===== src/rtl/alfa_note_display.sv =====
// Registered 7-segment decoder for a musical-note indicator.
// The glyph is the note letter (Tom=0) or the scale degree (Tom=1); a..g map to saida1..saida7.
module alfa_note_display (
  input  logic clk,
  input  logic rst,
  input  logic Tom,
  input  logic notas1,
  input  logic notas2,
  input  logic notas3,
  output logic saida1,
  output logic saida2,
  output logic saida3,
  output logic saida4,
  output logic saida5,
  output logic saida6,
  output logic saida7
);

  localparam logic [6:0] SegDash = 7'b0000001;

  logic [3:0] sel;
  logic [6:0] seg_d;
  logic [6:0] seg_q;

  assign sel = {Tom, notas1, notas2, notas3};

  // Plain case compares 4-state, so any X/Z select falls through to the dash default.
  always_comb begin
    seg_d = SegDash;
    case (sel)
      4'b0000: seg_d = 7'b1110111; // A
      4'b0001: seg_d = 7'b0011111; // b
      4'b0010: seg_d = 7'b1001110; // C
      4'b0011: seg_d = 7'b0111101; // d
      4'b0100: seg_d = 7'b1001111; // E
      4'b0101: seg_d = 7'b1000111; // F
      4'b0110: seg_d = 7'b1011110; // G
      4'b0111: seg_d = SegDash;
      4'b1000: seg_d = 7'b0110000; // 1
      4'b1001: seg_d = 7'b1101101; // 2
      4'b1010: seg_d = 7'b1111001; // 3
      4'b1011: seg_d = 7'b0110011; // 4
      4'b1100: seg_d = 7'b1011011; // 5
      4'b1101: seg_d = 7'b1011111; // 6
      4'b1110: seg_d = 7'b1110000; // 7
      4'b1111: seg_d = SegDash;
      default: seg_d = SegDash;
    endcase
  end

  always_ff @(posedge clk) begin
    if (rst) begin
      seg_q <= 7'b0000000;
    end else begin
      seg_q <= seg_d;
    end
  end

  assign saida1 = seg_q[6];
  assign saida2 = seg_q[5];
  assign saida3 = seg_q[4];
  assign saida4 = seg_q[3];
  assign saida5 = seg_q[2];
  assign saida6 = seg_q[1];
  assign saida7 = seg_q[0];

endmodule


===== config.mk =====
export PLATFORM = sky130hd
export DESIGN_NAME = alfa_note_display
export DESIGN_NICKNAME = d
export VERILOG_FILES = /design/src/rtl/alfa_note_display.sv
export SDC_FILE = /design/constraint.sdc
export NUM_CORES = 1
export LEC_CHECK = 0
export CORE_AREA = 2 2 39 41
export CTS_BUF_LIST = sky130_fd_sc_hd__clkbuf_16
export DETAILED_ROUTE_END_ITERATION = 7
export DIE_AREA = 0 0 41 43
export GPL_ROUTABILITY_DRIVEN = 0
export MAX_ROUTING_LAYER = met4
export PLACE_DENSITY = 0.57
export SLEW_MARGIN = 30
export SYNTH_ARGS = -nofsm -noshare
export SYNTH_HDL_FRONTEND = slang
export SYNTH_SLANG_ARGS = --single-unit
export TNS_END_PERCENT = 5

===== constraint.sdc =====
create_clock -name clk -period 1.4 [get_ports clk]
set_clock_uncertainty 0.2 [all_clocks]
set_input_delay 0.14 -clock clk [delete_from_list [all_inputs] [get_ports clk]]
set_output_delay 0.14 -clock clk [all_outputs]
set_load 0.01 [all_outputs]

==> tab_implementation.tex <==
\begin{tabular}{lr}
\hline
Metric & Value \\
\hline
\multicolumn{2}{l}{\textbf{Placed design}} \\
\quad Port Buf Inserts & 12 \\
\quad Count of placed standard cells including taps & 77 \\
\quad Setup slack after placement & -0.492 ns \\
\quad Final HPWL from detailed placement & slightly above 600 um \\
\quad Post-Place Cell Area & 593 um2 \\
\multicolumn{2}{l}{\textbf{Yosys}} \\
\quad Top-count cell post-synth & ha\_1 \\
\quad Area fraction in compound gates after synthesis & between 10\% and 20\% \\
\quad Fraction of synthesized cell area taken by the top area cell type & 32.7\% \\
\quad \#FFs+latches synth & 7 \\
\quad Cell area after technology mapping & $\sim$430 um2 \\
\quad Cell count after synthesis & 46 \\
\quad Yosys top cell by area & dfxtp\_1 \\
\quad Top cells by instance count after synthesis & ha\_1, dfxtp\_1, nor2\_1, a21oi\_1, inv\_1 \\
\quad Area fraction in and, or, nand and nor cells after synthesis & between 10 and 15\% \\
\quad Library cells used by synthesis & 20 \\
\quad Top flip-flop cell by instance count after synthesis & dfxtp\_1 \\
\quad Share of synthesized area spent on multiplexers & under 10\% \\
\quad Most area-consuming cells after synthesis & dfxtp\_1, ha\_1, a21oi\_1 \\
\quad Combinational family with the most area after synthesis & adder cells \\
\quad Post-synthesis sequential area ratio & 32.7\% \\
\quad Per-instance average area after synthesis & between 9 and 10 um2 \\
\quad Share of flip-flops with an asynchronous set or reset & 0\% \\
\quad Number of enable flip-flop cells after synthesis & 0 \\
\quad Post-synthesis net count & 60 \\
\quad Fraction of the mapped netlist area in adder cells & 23.4\% \\
\quad Ys Warns & 0 \\
\quad Synth Area in XOR/XNOR & 0\% \\
\multicolumn{2}{l}{\textbf{Critical path}} \\
\quad Peak fanout along the critical path & 4 \\
\quad Startpoint-to-endpoint class of the critical path & in2reg \\
\quad Nature of the critical path startpoint & input pin \\
\quad Crit path arrival time & 1.29 ns \\
\quad Kind of capture point of the worst setup path & flop \\
\quad Data required time at the worst endpoint & 1.36 ns \\
\multicolumn{2}{l}{\textbf{Drt}} \\
\quad Vias per Instance & 4.69 \\
\quad Post-DR wirelength/cell & 10.3 um \\
\quad DRC errors left & 0 \\
\quad Antenna violation net count after detailed routing & 0 \\
\quad Total iterations of the first detailed-routing run & 3 \\
\quad Via count & 380 \\
\quad Number of violations reported at the end of detailed-routing iteration 0 & 6 \\
\quad Total length of routed wires & between 800 and 900 um \\
\multicolumn{2}{l}{\textbf{CTS}} \\
\quad Clock transition at the registers of the reported paths & approximately 0.040 ns \\
\quad TritonCTS clock tree & yes \\
\quad CTS root buffer & clkbuf\_16 \\
\quad TritonCTS Buffers & 3 \\
\quad CTS H-tree depth & 1 \\
\quad Buffers inserted during post-CTS setup optimization & 0 \\
\quad Clk sink count & 7 \\
\quad Maximum number of buffers from clock root to sink & 2 \\
\multicolumn{2}{l}{\textbf{Global route}} \\
\quad Global Route met3 Usage & roughly 3.1\% \\
\quad Global-route wire length before repair & 1.29 mm \\
\quad Met1 global-route usage & 10.3\% \\
\quad Overflow after GRT & 0 \\
\quad Number of global-route vias before repair & between 300 and 400 \\
\quad Antenna violations before repair & 0 \\
\quad Global-route usage over all layers & around 12\% \\
\quad Largest net degree at the start of global routing & 12 \\
\quad Most Used Layer, Global Route & met2 \\
\quad Met2 GRT Util & between 10\% and 20\% \\
\multicolumn{2}{l}{\textbf{Worst hold path}} \\
\quad Destination of the worst hold path & seg\_q[3]\$\_SDFF\_PP0\_ \\
\quad Number of instances on the worst hold path & 3 \\
\quad Origin of the worst min-delay path & notas2 \\
\quad Worst hold path type & in2reg \\
\multicolumn{2}{l}{\textbf{Floorplan}} \\
\quad DIE AREA & 1760 um2 \\
\quad Die W & between 40 and 50 um \\
\quad Core Rows & 14 \\
\quad I/O pin count & 13 \\
\quad Initial Utilization & a little under a third \\
\quad Chip height & 43 um \\
\quad Core outline area & $\sim$1400 um2 \\
\multicolumn{2}{l}{\textbf{Cells and area}} \\
\quad Share of final-layout standard cells stronger than drive strength 1 & 18.5\% \\
\quad Filler cell count in the final layout & 143 \\
\quad Diodes inserted & 0 \\
\quad Summed area of non-filler cells in the final layout & $\sim$670 um2 \\
\quad Non-filler cells, final & between 80 and 90 \\
\quad Final core utilization & between 40\% and 50\% \\
\quad Largest register FFs & 7 \\
\quad Register with the highest flop count & seg\_q \\
\quad Final-stage net count & 80 \\
\quad Layout Area Growth over Synthesis & 57.0\% \\
\quad Largest registers in the final layout & seg\_q: 7 flops \\
\multicolumn{2}{l}{\textbf{Power}} \\
\quad Largest voltage drop on the vdd net & 0.400 mV \\
\quad Power Dens Cells & roughly 1200 nW/um2 \\
\quad Leakage power summed over all cells & about 0.37 nW \\
\multicolumn{2}{l}{\textbf{Timing}} \\
\quad Normalized max-slew margin & between 80 and 90\% \\
\quad Number of hold violations in the final report & 0 \\
\quad Final period demand of the worst path & between 1 and 1.5 ns \\
\quad Crit share post-route & a little over nine tenths \\
\quad Total setup violations reported at the end of the flow & 0 \\
\quad Setup repair after global routing missed its margin & no \\
\quad Worst path setup slack after routing & approximately 0.077 ns \\
\quad Slew at the pin with the worst max-slew slack & around 0.2 ns \\
\quad Number of slew-limit violations in the final report & 0 \\
\quad Setup TNS after final layout & 0 ns \\
\quad Highest attainable clock frequency & about 760 MHz \\
\multicolumn{2}{l}{\textbf{Run status}} \\
\quad Run status & finished, final reports clean \\
\multicolumn{2}{l}{\textbf{Job}} \\
\quad Number of violations of the max-capacitance limit & 0 \\
\hline
\end{tabular}
[placed cells by master, fill, tap and decap left out]
cell type,count
inv_1,4
nor3b_1,1
dfxtp_1,7
o211ai_1,1
a311oi_1,1
nor2_1,6
dlygate4sd2_1,4
dlymetal6s2s_1,4
nand2_1,1
o21ai_0,2
ha_1,8
clkbuf_16,3
clkdlybuf4s50_1,3
buf_4,6
a21oi_1,5
or2_0,1
clkbuf_2,1
inv_2,1
mux4_2,1
o31ai_1,1
a22o_1,1
nand2b_1,1
or3b_1,1
a21boi_0,1
[through the flow]
stage / hold WS (ns) / power, W
global placement: 0.620 / 0.000354
floorplan: 0.139 / 0.000287
CTS: 0.276 / 0.000837
global route: 0.151 / 0.000859
finish: 0.118 / 0.000823
detailed placement: 0.628 / 0.000355
[worst max-delay path by stage]
stage	from	to	depth (start not counted)
6_report	notas3	seg_q[4]$_SDFF_PP0_	5
5_1_grt	notas1	seg_q[3]$_SDFF_PP0_	5
4_1_cts	seg_q[5]$_SDFF_PP0_	saida2	1
3_5_place_dp	notas2	seg_q[3]$_SDFF_PP0_	6
3_3_place_gp	notas2	seg_q[3]$_SDFF_PP0_	6
2_1_floorplan	notas3	seg_q[4]$_SDFF_PP0_	5
[repair_timing]
| item | 4_1_cts | 5_1_grt |
|---|---|---|
| cloned | 0 | 0 |
| gates resized for setup | 6 | 6 |
| pin swaps | 0 | 0 |
| setup endpoints to repair | 8 | 6 |
| hold buffers | 0 | 0 |
[metal layers]
layer  vias up  wire length, um
li1        193                -
met1       173              301
met2        11              443
met3         3               61
met4         0               25
met5         -                0
[cells by family (layout without fill, tap and decap cells)]
family / after synthesis / in the layout
flip-flops: 7 / 7
AND/OR/NAND/NOR: 11 / 11
buffers and inverters: 7 / 26
AO/OA/AOI/OAI: 12 / 12
multiplexers: 1 / 1
adder cells (fa/ha/maj): 8 / 8
[final cells by class]
type / count / area (um2) / share of cell area, %
multi-input combinational: 32 / 253 / 37.6
timing repair buffer: 18 / 165 / 24.6
sequential: 7 / 140 / 20.9
clock buffer: 3 / 75.1 / 11.2
tap: 16 / 20.0 / 2.98
inverter: 4 / 15.0 / 2.23
clock inverter: 1 / 3.75 / 0.559
[power breakdown]
group | leakage [nW] | internal (W) | switching (W)
Combinational | 0.269 | 0.0000656 | 0.0000572
Clock | 0.0423 | 0.000371 | 0.000108
Sequential | 0.0585 | 0.000217 | 0.00000346
[worst max-delay path, cell delays in order]
cell and delay, ns:
dlygate4sd2_1 0.26, buf_4 0.16, ha_1 0.17, mux4_2 0.45, nor2_1 0.11
No activity file was read; power rests on OpenSTA's default activity.
